## src/rtl/payment_intake_validator.sv

```systemverilog
// Payment intake screen: MICR check-digit test for cheques, duplicate-instrument scan for cheques/DDs,
// then a one-cycle accept or reject pulse with held record fields and saturating counters.
module payment_intake_validator #(
    parameter int DEPTH = 4,
    parameter int CNTW  = 16
) (
    input  logic            clk,
    input  logic            reset,
    input  logic            inValid,
    output logic            inReady,
    input  logic [1:0]      inType,
    input  logic [31:0]     inNumber,
    input  logic [15:0]     inMicr,
    input  logic [31:0]     inAmount,
    output logic            cashValid,
    output logic            chequeValid,
    output logic            ddValid,
    output logic [31:0]     cashNumber,
    output logic [31:0]     chequeNumber,
    output logic [31:0]     ddNumber,
    output logic [15:0]     micrField,
    output logic [31:0]     payAmount,
    output logic            rejectValid,
    output logic [1:0]      rejectCode,
    output logic [CNTW-1:0] acceptCount,
    output logic [CNTW-1:0] rejectCount
);
    localparam int PW = (DEPTH > 1) ? $clog2(DEPTH) : 1;
    localparam logic [PW-1:0] LAST = PW'(DEPTH - 1);

    localparam logic [2:0] S_IDLE   = 3'd0;
    localparam logic [2:0] S_CHECK  = 3'd1;
    localparam logic [2:0] S_DUPCHK = 3'd2;
    localparam logic [2:0] S_ISSUE  = 3'd3;
    localparam logic [2:0] S_REJECT = 3'd4;

    logic [2:0]      state_q, state_d;
    logic [PW-1:0]   idx_q, idx_d;
    logic            hit_q, hit_d;
    logic [PW-1:0]   wptr_q;
    logic [DEPTH-1:0] hv_q;
    logic [1:0]      hist_type_q [DEPTH];
    logic [31:0]     hist_num_q  [DEPTH];

    logic [1:0]      rec_type_q;
    logic [31:0]     rec_num_q;
    logic [15:0]     rec_micr_q;
    logic [31:0]     rec_amt_q;

    logic            cash_vld_q, chq_vld_q, dd_vld_q, rej_vld_q;
    logic [31:0]     cash_num_q, chq_num_q, dd_num_q, amt_q;
    logic [15:0]     micr_q;
    logic [1:0]      rej_code_q, rej_code_d;
    logic [CNTW-1:0] acc_cnt_q, rej_cnt_q;

    logic            go_issue, go_reject, cur_hit, capture;
    logic [3:0]      micr_chk;

    assign capture  = (state_q == S_IDLE) && inValid;
    assign micr_chk = rec_micr_q[3:0] + rec_micr_q[7:4] + rec_micr_q[11:8];
    assign cur_hit  = hv_q[idx_q] && (hist_type_q[idx_q] == rec_type_q) &&
                      (hist_num_q[idx_q] == rec_num_q);

    always_comb begin
        state_d    = state_q;
        idx_d      = idx_q;
        hit_d      = hit_q;
        rej_code_d = rej_code_q;
        go_issue   = 1'b0;
        go_reject  = 1'b0;
        case (state_q)
            S_IDLE: if (inValid) state_d = S_CHECK;
            S_CHECK: begin
                if (rec_type_q == 2'd3 || rec_amt_q == '0) begin
                    go_reject  = 1'b1;
                    rej_code_d = 2'd3;
                end else if (rec_type_q == 2'd1 && micr_chk != rec_micr_q[15:12]) begin
                    go_reject  = 1'b1;
                    rej_code_d = 2'd1;
                end else if (rec_type_q == 2'd0) begin
                    go_issue = 1'b1;
                end else begin
                    state_d = S_DUPCHK;
                    idx_d   = '0;
                    hit_d   = 1'b0;
                end
            end
            S_DUPCHK: begin
                // Always scan the whole history so latency never depends on where a match sits.
                hit_d = hit_q | cur_hit;
                idx_d = idx_q + PW'(1);
                if (idx_q == LAST) begin
                    if (hit_q | cur_hit) begin
                        go_reject  = 1'b1;
                        rej_code_d = 2'd2;
                    end else begin
                        go_issue = 1'b1;
                    end
                end
            end
            S_ISSUE, S_REJECT: state_d = S_IDLE;
            default: state_d = S_IDLE;
        endcase
        if (go_issue)  state_d = S_ISSUE;
        if (go_reject) state_d = S_REJECT;
    end

    always_ff @(posedge clk or negedge reset) begin
        if (!reset) begin
            state_q    <= S_IDLE;
            idx_q      <= '0;
            hit_q      <= 1'b0;
            wptr_q     <= '0;
            hv_q       <= '0;
            cash_vld_q <= 1'b0;
            chq_vld_q  <= 1'b0;
            dd_vld_q   <= 1'b0;
            rej_vld_q  <= 1'b0;
            cash_num_q <= '0;
            chq_num_q  <= '0;
            dd_num_q   <= '0;
            amt_q      <= '0;
            micr_q     <= '0;
            rej_code_q <= '0;
            acc_cnt_q  <= '0;
            rej_cnt_q  <= '0;
        end else begin
            state_q    <= state_d;
            idx_q      <= idx_d;
            hit_q      <= hit_d;
            rej_code_q <= rej_code_d;
            cash_vld_q <= go_issue && (rec_type_q == 2'd0);
            chq_vld_q  <= go_issue && (rec_type_q == 2'd1);
            dd_vld_q   <= go_issue && (rec_type_q == 2'd2);
            rej_vld_q  <= go_reject;
            if (go_reject && !(&rej_cnt_q)) rej_cnt_q <= rej_cnt_q + CNTW'(1);
            if (go_issue) begin
                if (!(&acc_cnt_q)) acc_cnt_q <= acc_cnt_q + CNTW'(1);
                amt_q <= rec_amt_q;
                case (rec_type_q)
                    2'd0: cash_num_q <= rec_num_q;
                    2'd1: begin
                        chq_num_q <= rec_num_q;
                        micr_q    <= rec_micr_q;
                    end
                    default: dd_num_q <= rec_num_q;
                endcase
                if (rec_type_q != 2'd0) begin
                    hv_q[wptr_q] <= 1'b1;
                    wptr_q       <= (wptr_q == LAST) ? '0 : wptr_q + PW'(1);
                end
            end
        end
    end

    // Record and history payloads carry no reset; the state and valid bits gate their use.
    always_ff @(posedge clk) begin
        if (capture) begin
            rec_type_q <= inType;
            rec_num_q  <= inNumber;
            rec_micr_q <= inMicr;
            rec_amt_q  <= inAmount;
        end
        if (go_issue && rec_type_q != 2'd0) begin
            hist_type_q[wptr_q] <= rec_type_q;
            hist_num_q[wptr_q]  <= rec_num_q;
        end
    end

    assign inReady      = (state_q == S_IDLE);
    assign cashValid    = cash_vld_q;
    assign chequeValid  = chq_vld_q;
    assign ddValid      = dd_vld_q;
    assign cashNumber   = cash_num_q;
    assign chequeNumber = chq_num_q;
    assign ddNumber     = dd_num_q;
    assign micrField    = micr_q;
    assign payAmount    = amt_q;
    assign rejectValid  = rej_vld_q;
    assign rejectCode   = rej_code_q;
    assign acceptCount  = acc_cnt_q;
    assign rejectCount  = rej_cnt_q;
endmodule

```

## config.mk

```make
export PLATFORM = sky130hd
export DESIGN_NAME = payment_intake_validator
export DESIGN_NICKNAME = d
export VERILOG_FILES = /design/src/rtl/payment_intake_validator.sv
export SDC_FILE = /design/constraint.sdc
export NUM_CORES = 1
export LEC_CHECK = 0
export CAP_MARGIN = 20
export CORE_MARGIN = 4
export CORE_UTILIZATION = 59
export CTS_BUF_LIST = sky130_fd_sc_hd__clkbuf_4 sky130_fd_sc_hd__clkbuf_8
export DETAILED_ROUTE_END_ITERATION = 7
export HOLD_SLACK_MARGIN = 0.03
export PLACE_DENSITY = 0.95
export SLEW_MARGIN = 20
export SYNTH_ARGS = -nofsm -noshare
export SYNTH_HDL_FRONTEND = slang
export SYNTH_SLANG_ARGS = --single-unit
```

## constraint.sdc

```tcl
create_clock -name clk -period 9.1 [get_ports clk]
set_input_delay 1.365 -clock clk [delete_from_list [all_inputs] [get_ports clk]]
set_output_delay 1.365 -clock clk [all_outputs]
set_load 0.01 [all_outputs]
```

# After elaboration in Yosys (flattened, before gate mapping)
# Memories as Yosys holds them, arrays and structs flattened.
# Index checks and enable logic that the tools add are counted.
# totals
ramBits,136
out_inout_bits,183
n_memories,2
mem_bits_ro,0
latch_bits,0
wordCells,123
inputBits,85
register_bits,276
# classes
order_cmp,3
eq_ne,21
n_addsub,6
multipliers,0
n_shift,0
div_mod_pow,0
n_reduce_logical,28
muxes,38
n_bitwise,4
# mem_list
name,words,width,read_ports,rd_clocked_by_memory_dff,wr,line,text
hist_num_q,4,32,1,0,1,43,logic [31:0] hist_num_q [DEPTH];
hist_type_q,4,2,1,0,1,42,logic [1:0] hist_type_q [DEPTH];
# ops
operator,n
16-bit by 1-bit adder with 16-bit output (second input constant),2
32-bit equality test,1
32-bit logical NOT,1
16-bit AND reduction,2
3-bit two-way mux,6
1-bit two-way mux,16
2-bit two-way mux,8
4-bit inequality test (second input constant),3
1-bit logical AND,10
2-bit inequality test (second input constant),5
2-bit AND reduction,5
3-bit one-hot mux with 3 select lines,1
4-bit adder,2
2-bit equality test (second input constant),4
2-bit one-hot mux with 2 select lines,2
4-bit AND reduction,2
2-bit by 3-bit < comparator with 1-bit output (second input constant),2
3-bit inequality test (second input constant),2
1-bit one-hot mux with 2 select lines,3
5-bit AND reduction,1
2-bit by 1-bit adder with 2-bit output (second input constant),2
4-bit by 2-bit inequality test with 1-bit output (second input constant),1
4-bit inequality test,1
4-bit OR,1
other kinds (15),17

# Longest topological paths before layout
# Gate-level depths: netlist of the first run.
# depth
word_depth,11
depth_mapped,15
mapped_depth_nobuf,13

# Worst setup path before layout of the first run
# Ideal clock, no wire load.
# synth_path
path_kind,input to register
startpoint,in inValid
endpoint,reg rec_amt_q[0] (enable)
path_stages,1
path_buffers,0
path_slack_ps,5368
arrival_time_ps,3282
t_required_ps,8650
setup_ps,450
path_cell_list,and2_1
# synth_via
elab_chain_len,1
# synth_lines
item,line,text
start: declaration,9,"input logic inValid,"
1-bit logical AND,59,assign capture = (state_q == S_IDLE) && inValid;
end signal: assignment,162,rec_amt_q <= inAmount;
end: declaration,48,logic [31:0] rec_amt_q;
# No other way between the ends.
# A chain may end at the register's enable or synchronous reset.

# Final worst setup path of the first run
# layout_path
startpoint,reg idx_q[0]
endpoint,reg cash_num_q[20] (netlist: cashNumber[20])
# layout_via
elab_chain_len,9
word_cells_on_any_way,14
classes_between,eq/ne: 3; mux: 5; bitwise: 1; reduce/logical: 3; memory: 2
# layout_lines
item,line,text
start: declaration,38,"logic [PW-1:0] idx_q, idx_d;"
start signal: assignment,129,idx_q <= idx_d;
"parallel branches: the longest is 6 deep, another holds memory 4 x 32 bit",n/a,
1-bit two-way mux (*),92,if (idx_q == LAST) begin
1-bit one-hot mux with 2 select lines (*),71,case (state_q)
2-bit AND reduction (no line) (*),n/a,
end signal: assignment,141,2'd0: cash_num_q <= rec_num_q;
end: declaration,51,"logic [31:0] cash_num_q, chq_num_q, dd_num_q, amt_q;"
# Mark *: on every way between the ends. The select of a mux whose other input is x is not followed.

==> metrics, run 1 <==
Reg clk slew, reported paths 0.06 ns; Synth async-reset ratio 47.1%; Net Count, Synth 1012; clock sinks 412; Yosys Warn Count 0; vias in the first global route 10417; required time of the critical path 9.54 ns; WL per Instance 24.2 um; die area 29600 um^2; Fin. Hold Viols 0; final worst-path cycle share 49.4%; family with the most delay on the worst path simple AND/OR/NAND/NOR gates; MaxCap Viol Count 0; hpwl dp 24.1 mm; cell repeated most along the worst path buf_4; clk_lat worst skew 0.58 ns; Starting Density 60.5%; Crit-path slowest cell and2_2; Die Width 172 um; Max stage delay on crit path 0.92 ns; I/O pins 268; Unique masters post-synth 52; setup_tns 0 ns; CTS buffer count 68; fin crit period 4.49 ns; Setup crit start idx_q[0]; Final ANT Viol Nets 0; final setup skew 0.0429 ns; CTS root buf clkbuf_8; ys flop type edfxtp_1; number of DRC markers in iteration 0 748; final wirelength 39.1 mm; initial antenna violation count 0; Leak 7.90 nW; Routability Congestion 0.834; critical path class reg -> reg; max-slew violations 0; PortBufs 267; hold_sp hv_q[3]; Slew Limit Headroom 33.8%; first-pass GRT wire length 60.3 mm; R2R Path Start idx_q[0]; worst-margin pin slew 0.993 ns; GRT Overall Usage 26.6%; largest net degree at the start of global routing 74; synthesized area 15900 um^2; critical path endpoint category flip-flop; Final WS setup 4.61 ns; RSZ-0062 raised after global routing no; drc violations 0; area grow syn2layout 28.3%; CP bufs+invs 2; CTS tree yes; Pwr Total 6.35 mW; Cell Rows 59; grt total ovfl 0; fill cell count 1368; Via density 5.85; Pwr Density 312 nW/um^2; Fmax achieved 223 MHz; Clock Path Buffers 3; Worst setup SP type flip-flop; crit path cell chain buf_4 -> mux4_2 -> xnor2_1 -> nand3_1 -> nor3_1 -> nand4_1 -> o21bai_2 -> o22ai_4 -> buf_4 -> and2_2 -> mux2_2; Critical Path Fanout Max 52; Chip Height 172 um; Worst EP arrival 4.93 ns; drt first pass iters 5; CTS Hold Bufs 0; status complete, no violations; Std-Cell Core Area 26300 um^2; layout cells sized above 1 24.7%; VDD IR max 0.241 mV; cts repair resizes 0; min-delay worst type reg -> reg; post-layout net count 1327; Synth Instances 915; vias post-DR 9474; setup slack at placement 4.62 ns; Seq cells post-synth 412; number of synthesized flops with an enable pin 218; register area share after synthesis 71.8%; Finish-stage setup viols 0; postcts setup bufs 0; Synth Area per Inst 17.4 um^2; H-tree levels 3; n_diodes 0
==> logic make-up (layout without fill, tap and decap cells) <==
logic type | after synthesis | count (layout) | share of synthesized area [%]
xor+xnor | 65 | 65 | 3.58
buf+inv | 45 | 415 | 1.43
fa+ha+maj | 12 | 12 | 1.13
simple gates | 136 | 136 | 4.62
compound gates | 43 | 43 | 1.93
flops | 412 | 412 | 71.8
mux | 202 | 202 | 15.6
==> routing by layer <==
layer,up-vias,share of wire (%),track usage [%]
met2,497,51,45.7
met4,0,3.0,9.26
met1,4821,37,33.0
met5,-,0,0
met3,83,8.4,7.25
li1,4073,-,-
==> placed cells by master, fill, tap and decap left out, types with 8 or more instances in the layout <==
cell / n
clkdlybuf4s50_1: 266
edfxtp_1: 218
dfrtp_1: 192
mux2_2: 143
clkbuf_8: 86
xor2_1: 33
mux2i_1: 32
xnor2_1: 32
nand3_1: 23
clkbuf_4: 22
nand2_1: 21
nor2_1: 20
mux4_2: 18
nor4_1: 17
buf_4: 12
inv_1: 11
nand4_1: 10
a21oi_1: 10
o21ai_0: 9
mux2_4: 9
clkinv_1: 9
and3_1: 8
ha_1: 8
==> sequential cells by signal, indices dropped and copies added (netlist names), 3 cells and up <==
| register | cells |
|---|---|
| rejectCount | 16 |
| hist_num_q | 128 |
| state_q | 3 |
| rec_micr_q | 16 |
| acceptCount | 16 |
| rec_num_q | 32 |
| ddNumber | 32 |
| payAmount | 32 |
| chequeNumber | 32 |
| hist_type_q | 8 |
| rec_amt_q | 32 |
| hv_q | 4 |
| cashNumber | 32 |
| micrField | 16 |
==> where the power goes <==
group | internal (mW) | total (mW) | leakage [nW] | switching, mW
Combinational | 1.04 | 1.83 | 2.67 | 0.789
Clock | 0.966 | 1.70 | 0.767 | 0.737
Sequential | 2.45 | 2.82 | 4.47 | 0.371
Total | 4.46 | 6.35 | 7.90 | 1.90
==> area by class of cell <==
cell class | count | area, um^2 | area share [%]
clock buffers | 107 | 1340 | 6.55
clock inverters | 18 | 123 | 0.602
inverters | 11 | 41.3 | 0.203
multi-input cells | 458 | 4290 | 21.0
flip-flops and latches | 412 | 11400 | 56.0
well taps | 335 | 419 | 2.06
repair buffers | 279 | 2770 | 13.6
==> path summary, 6_finish.rpt <==
path                                        end  slack, ns  depth (start not counted)
worst max-delay path             cashNumber[20]       4.61                         11
worst min-delay path                    hv_q[3]       0.48                          1
worst max register to register   cashNumber[20]       4.61                         11
worst min register to register          hv_q[3]       0.48                          1
max in group asynchronous       chequeNumber[6]       6.88                          2
min in group asynchronous               hv_q[3]       0.80                          1
==> through the flow <==
step	std cells	utilization (%)	hold slack, ns	area, um^2
after floorplan	915	-	0.433	15900
after global placement	1495	72.0	0.445	18900
after global routing	1620	77.5	0.486	20400
after detailed placement	1495	72.0	0.453	18900
after CTS	1620	77.5	0.478	20400
final	1620	77.5	0.483	20400
==> worst register-to-register path: stages, from the launching register on <==
cell	delay [ns]
dfrtp_2	0.58
buf_4	0.47
mux4_2	0.59
xnor2_1	0.15
nand3_1	0.15
nor3_1	0.07
nand4_1	0.12
o21bai_2	0.14
o22ai_4	0.20
buf_4	0.53
and2_2	0.92
mux2_2	0.45
==> cells in the mapped netlist (2+ instances only) <==
library cell / instances / area share, %
edfxtp_1: 218 / 41
dfrtp_1: 194 / 31
mux2_2: 143 / 10
xor2_1: 33 / 1.8
mux2i_1: 32 / 2.0
xnor2_1: 32 / 1.8
nand3_1: 23 / 0.72
nand2_1: 21 / 0.50
nor2_1: 20 / 0.47
mux4_2: 18 / 2.6
nor4_1: 18 / 0.71
buf_2: 13 / 0.41
clkbuf_1: 13 / 0.31
inv_1: 11 / 0.26
a21oi_1: 10 / 0.32
nand4_1: 10 / 0.39
mux2_4: 9 / 0.85
o21ai_0: 9 / 0.28
and2_1: 8 / 0.32
and3_1: 8 / 0.32
ha_1: 8 / 0.63
nor3_1: 7 / 0.22
or2_2: 7 / 0.28
buf_6: 4 / 0.28
fa_1: 4 / 0.50
nor4b_1: 4 / 0.22
a21boi_0: 3 / 0.14
a222oi_1: 3 / 0.19
buf_4: 3 / 0.14
o22a_1: 3 / 0.17
a211o_1: 2 / 0.11
a22oi_1: 2 / 0.094
nor3b_1: 2 / 0.094
o22ai_1: 2 / 0.079
(Power assumes the default switching activity.)
==> inputs of run 2 (changes only) <==
- CORE_UTILIZATION: 59 -> 50
- PLACE_DENSITY: 0.95 -> 0.9
- clock period: 9.1 -> 3.7 ns (I/O delays scaled with it)
==> metrics, run 2 (synthesis gave the netlist of run 1 again) <==
CTS Hold Bufs 0 (unchanged); clock sinks 412 (unchanged); drc violations 0 (unchanged); DP Area 19300 um^2 (+2.2%); Crit-path slowest cell mux4_2; Final ANT Viol Nets 0 (unchanged); switching part of the total 29.5% (-0.35 points); Fin. Hold Viols 0 (unchanged); grt total ovfl 0 (unchanged); setup slack at placement 0.0532 ns (-4.57 ns); most common cell after layout, fill and taps aside clkdlybuf4s50_1; vias post-DR 9405 (-0.73%); Via density 5.48 (-6.2%); Fmax achieved 282 MHz (+27%); Die Width 186 um (+8.2%); post-layout net count 1356 (+2.2%); number of DRC markers in iteration 0 589 (-21%); Seq pwr share 43.7% (-0.7 points); Worst EP arrival 3.99 ns (-0.94 ns); critical path class reg -> reg; Routability Congestion 0.871 (+4.4%); clk_lat worst skew 0.59 ns (about the same); min-delay worst type in -> async; cell repeated most along the worst path buf_4; Reg clk slew, reported paths 0.06 ns (about the same); Max stage delay on crit path 0.51 ns (-0.41 ns); area of the multi-input gates 4330 um^2 (+1.1%); final setup skew 0.0337 ns (-0.00929 ns); setup_tns 0 ns (unchanged); Finished Layout Cells 1715 (+5.9%); max reg flops 128 (unchanged); final worst-path cycle share 95.9% (+47 points); fin crit period 3.55 ns (-0.943 ns); layout cells sized above 1 27.0% (+2.4 points); PortBufs 267 (unchanged); final instance area 20800 um^2 (+2.2%); flop-to-flop setup slack 0.15 ns (-4.46 ns); Biggest register hist_num_q; Finish-stage setup viols 0 (unchanged); FF-to-FF path depth 12 (+1); MaxCap Viol Count 0 (unchanged); most frequent cells in the layout 266 x clkdlybuf4s50_1, 218 x edfxtp_1, 192 x dfrtp_1; first-pass GRT wire length 58.0 mm (-3.7%); die area 34700 um^2 (+17%); Std-Cell Core Area 31500 um^2 (+20%); I/O pins 268 (unchanged); Clock Path Buffers 3 (unchanged); Final WS setup 0.151 ns (-4.46 ns); area grow syn2layout 31.1%; R2R Path End chequeNumber[10]; n_diodes 0 (unchanged); Starting Density 50.5% (-10 points); FF+latch area 11400 um^2 (about the same); CTS root buf clkbuf_8; required time of the critical path 4.14 ns (-5.40 ns); Post-Place Cells 1590 (+6.4%); Comb pwr share 29.9% (+1.1 points); Pwr Density 753 nW/um^2 (+140%); worst-margin pin slew 0.856 ns (-0.138 ns); WL per Instance 22.1 um (-8.5%); Clk pwr share 26.4% (-0.4 points); VDD IR max 0.506 mV (+110%); max-slew violations 0 (unchanged); fill cell count 2011 (+47%); critical path endpoint category flip-flop; Chip Height 186 um (+8.2%); crit path cell chain buf_12 -> mux4_2 -> xnor2_1 -> o21ai_0 -> nor4_2 -> nand4_1 -> buf_4 -> o21bai_4 -> o22ai_4 -> and3b_2 -> buf_4 -> mux2_2; CTS tree yes; final core utilization 66.2% (-11 points); sw power 4.62 mW (+140%); Power Internal 11.0 mW (+150%); R2R Path Start idx_q[0]; initial antenna violation count 0 (unchanged); status complete, no violations; hpwl dp 25.3 mm (+4.8%); H-tree levels 3 (unchanged); GRT Overall Usage 21.9% (-4.8 points); final wirelength 37.9 mm (-3.2%); drt first pass iters 7 (+2); Worst setup SP type flip-flop; Cell Rows 65 (+10%); largest net degree at the start of global routing 105 (+42%); Critical Path Fanout Max 15 (-71%); Slew Limit Headroom 42.9% (+9.2 points); Leak 8.07 nW (+2.1%); vias in the first global route 10241 (-1.7%); CTS buffer count 68 (unchanged)
==> run 2: changes by cell type in the layout (fill, tap and decap cells not counted), sizes merged <==
cell      delta
buf         +29
bufinv       +2
clkbuf       -8
inv          +2
clkinvlp     +1
clkinv       +2
==> run 2: power by group through the flow <==
| stage | combinational, mW | clock [mW] | sequential (mW) |
|---|---|---|---|
| after floorplan | 1.96 | 0 | 7.03 |
| after global placement | 4.54 | 0 | 6.85 |
| after detailed placement | 4.66 | 0 | 6.91 |
| after CTS | 4.72 | 4.23 | 6.86 |
| after global routing | 5.02 | 4.47 | 6.98 |
| final | 4.68 | 4.14 | 6.85 |
==> run 2: stage by stage <==
| stage | hold slack, ns | power [mW] |
|---|---|---|
| after global routing | 0.127 | 16.5 |
| after CTS | 0.0924 | 15.8 |
| final | 0.0883 | 15.7 |
| after global placement | 0.450 | 11.4 |
| after detailed placement | 0.471 | 11.6 |
| after floorplan | 0.259 | 8.98 |
==> run 2: layout make-up <==
| type | instances | area share, % |
|---|---|---|
| Clock buffer | 99 | 5.79 |
| Clock inverter | 25 | 1.06 |
| Inverter | 11 | 0.198 |
| Multi-Input combinational cell | 458 | 20.8 |
| Sequential cell | 412 | 54.8 |
| Tap cell | 402 | 2.42 |
| Timing Repair Buffer | 308 | 14.9 |
==> run 2: how the worst max path moves through the flow <==
stage / startpoint / end / slack (ns) / cells after the start
2_1_floorplan: idx_q[0] / hist_num_q[3][0] / 0.29 / 10
3_3_place_gp: rec_micr_q[1] / rejectCount[1] / 0.19 / 14
3_5_place_dp: idx_q[1] / chequeNumber[10] / 0.05 / 11
4_1_cts: idx_q[0] / chequeNumber[7] / 0.05 / 11
5_1_grt: rec_micr_q[1] / rejectCount[10] / -0.05 / 14
6_report: idx_q[0] / chequeNumber[10] / 0.15 / 12
==> run 2: critical path, delay by kind of cell (launching register included) <==
family | cells | cell delay [ns]
flops | 1 | 0.48
mux | 2 | 0.81
buf+inv | 3 | 0.58
xor+xnor | 1 | 0.29
compound gates | 3 | 0.50
simple gates | 3 | 0.74
==> run 2: layer usage <==
layer	global-route usage [%]	up-vias	routed length, um
met5	0	-	0
met4	8.74	0	1260
met3	7.41	86	3250
met2	37.2	427	19100
met1	25.7	4762	14300
li1	-	4130	-
==> run 2: repair_timing <==
action	in CTS	in global routing
buffers inserted	0	1
pin swaps	0	3
resized for setup	1	10
endpoints found under the setup margin	1	186
==> inputs of run 3 (changes only) <==
- ABC_AREA: not set -> 1
- CAP_MARGIN: 20 -> not set
- PLACE_DENSITY: 0.9 -> 0.89
==> metrics, run 3 <==
status complete, no violations; number of synthesized flops with an enable pin 218 (unchanged); cts repair resizes 0 (-1); number of DRC markers in iteration 0 929 (+58%); CTS Hold Bufs 0 (unchanged); final core utilization 65.6% (-0.59 points); Finished Layout Cells 2386 (+39%); largest net degree at the start of global routing 97 (-7.6%); Max stage delay on crit path 0.46 ns (-0.05 ns); sw power 5.59 mW (+21%); clk_lat worst skew 0.59 ns (about the same); MaxCap Viol Count 0 (unchanged); Final ANT Viol Nets 0 (unchanged); vias post-DR 12836 (+36%); CTS root buf clkbuf_8; final setup skew 0.0417 ns (+0.00804 ns); setup_tns 0 ns (unchanged); final worst-path cycle share 87.1% (-8.8 points); die area 36500 um^2 (+5.4%); setup slack at placement 0.446 ns (+0.393 ns); most common cell after layout, fill and taps aside nand2_1; Chip Height 191 um (+2.6%); flop-to-flop setup slack 0.48 ns (+0.32 ns); switching part of the total 33.8% (+4.3 points); crit path cell chain inv_2 -> buf_12 -> nand2_1 -> nand3_1 -> nand2_1 -> nand2_1 -> nand2_1 -> inv_1 -> nand2_1 -> nor2_1 -> nand2_1 -> nor2_1 -> nand2_1 -> nand3_2 -> nand2_8 -> nand2_2 -> buf_12 -> nand2_1 -> nand2_1; Crit-path slowest cell nand2_2; layout cells sized above 1 8.69% (-18 points); Pwr Total 16.5 mW (+5.5%); Yosys Warn Count 0 (unchanged); Worst setup SP type flip-flop; drt first pass iters 5 (-2); CTS buffer count 69 (+1.5%); RSZ-0062 raised after global routing no; WL per Instance 18.6 um (-16%); Seq pwr share 42.1% (-1.6 points); fill cell count 2400 (+19%); Synth Instances 1593 (+74%); postcts setup bufs 0 (unchanged); Comb pwr share 32.2% (+2.3 points); register area share after synthesis 68.0% (-3.8 points); first-pass GRT wire length 69.3 mm (+19%); top cell type by total area after synthesis edfxtp_1; Critical Path Fanout Max 38 (+23); fin crit period 3.22 ns (-0.325 ns); critical path class reg -> reg; Post-Place Cells 2259 (+42%); Fmax achieved 310 MHz (+10%); hpwl dp 28.3 mm (+12%); min-delay worst type in -> async; Starting Density 51.2% (+0.70 points); Routability Congestion 0.915 (+5.1%); Biggest register hist_num_q; Post-synth top cells 657 x nand2_1, 239 x nand3_1, 218 x edfxtp_1, 194 x dfrtp_1, 49 x inv_1; critical path endpoint category flip-flop; share of the synthesized area in the top cell type 39.0% (-2.2 points); Reg clk slew, reported paths 0.06 ns (about the same); Final WS setup 0.476 ns (+0.325 ns); n_diodes 0 (unchanged); post-layout net count 1985 (+46%); max-slew violations 0 (unchanged); VDD IR max 0.458 mV (-9.6%); clock sinks 412 (unchanged); ys flop type edfxtp_1; initial antenna violation count 0 (unchanged); most common cell in the netlist nand2_1; Pwr Density 769 nW/um^2 (+2.2%); grt total ovfl 0 (unchanged); Worst EP arrival 3.72 ns (-0.27 ns); Synth Area per Inst 10.5 um^2 (-39%); FF+latch area 11400 um^2 (about the same); H-tree levels 3 (unchanged); PortBufs 267 (unchanged); worst-margin pin slew 0.880 ns (+0.0240 ns); Std-Cell Core Area 32800 um^2 (+4.2%); Die Width 191 um (+2.6%); vias in the first global route 13295 (+30%); Cell Rows 66 (+1.5%); Power Internal 10.9 mW (-0.92%); CTS tree yes; Slew Limit Headroom 41.3% (-1.6 points); Clock Path Buffers 3 (unchanged); max reg flops 128 (unchanged); final wirelength 44.3 mm (+17%); area of the multi-input gates 4840 um^2 (+12%); GRT Overall Usage 24.0% (+2.1 points); Leak 9.42 nW (+17%); Seq cells post-synth 412 (unchanged); synthesized area 16800 um^2 (+5.6%); Via density 5.38 (-1.9%); required time of the critical path 4.19 ns (+0.05 ns); Fin. Hold Viols 0 (unchanged); Clk pwr share 25.7% (-0.7 points); most frequent cells in the layout 656 x nand2_1, 266 x clkdlybuf4s50_1, 239 x nand3_1; area grow syn2layout 28.1%; I/O pins 268 (unchanged); Synth async-reset ratio 47.1% (unchanged); Finish-stage setup viols 0 (unchanged); cell repeated most along the worst path nand2_1; Net Count, Synth 1690 (+67%); drc violations 0 (unchanged); main area contributors after synthesis edfxtp_1 39%, dfrtp_1 29%, nand2_1 15%; Unique masters post-synth 29 (-44%)
## run 3: cell count changes in the layout (fill, tap and decap cells not counted), sizes merged, moves of 16 or more
cell,before,now
mux2,152,0
inv,15,54
mux4,18,0
nand3b,1,18
nor2,20,36
nand2,21,661
nand3,23,240
mux2i,32,0
## run 3: routing by layer
layer | wire length, um | GRT usage [%] | up-vias
met5 | 0 | 0 | -
met4 | 1340 | 9.45 | 0
met3 | 4290 | 6.98 | 99
met2 | 21800 | 40.2 | 656
met1 | 16900 | 29.5 | 6198
li1 | - | - | 5883
## run 3: power groups by stage
stage               sequential (mW)  combinational, mW  clock [mW]
floorplan                      7.17               2.40           0
global placement               6.96               5.11           0
detailed placement             7.01               5.33           0
CTS                            6.96               5.37        4.33
global route                   7.08               5.87        4.55
finish                         6.97               5.33        4.24
## run 3: logic make-up (layout without fill, tap and decap cells)
group	after synthesis	after routing	share of synthesized area, %
xor gates and xnor gates	46	46	2.40
AOI/OAI and AO/OA	8	8	0.276
and+or+nand+nor	990	990	24.9
buffers and inverters	125	476	3.42
adders and majority gates	12	12	1.07
DFF	412	412	68.0
## run 3: final timing paths
| check | start | to | depth (start not counted) |
|---|---|---|---|
| setup / recovery | idx_q[0] | ddNumber[8] | 19 |
| hold / removal | reset | cashNumber[16] | 1 |
| setup reg to reg | idx_q[0] | ddNumber[8] | 19 |
| hold reg to reg | hv_q[2] | hv_q[2] | 2 |
| max in group asynchronous | reset | payAmount[23] | 2 |
| min in group clk | hv_q[2] | hv_q[2] | 2 |
## run 3: final cells by class
class / count / share of cell area (%)
clock buffer: 113 / 6.45
tap: 442 / 2.57
clock inverter: 14 / 0.471
multi-input combinational: 1056 / 22.5
sequential: 412 / 53.0
timing repair buffer: 297 / 14.0
inverter: 52 / 0.920
## run 3: per-stage QoR
step                cell area, um^2  hold WS [ns]
finish                        21500        0.0346
global route                  21500        0.0820
CTS                           21500        0.0644
detailed placement            20000         0.442
global placement              20000         0.436
floorplan                     16800         0.259
## run 3: worst max-delay path: cells and delay by family, from the launching register on
kind / cells / cell delay, ns
and+or+nand+nor: 15 / 1.84
buffers and inverters: 4 / 0.86
DFF: 1 / 0.43
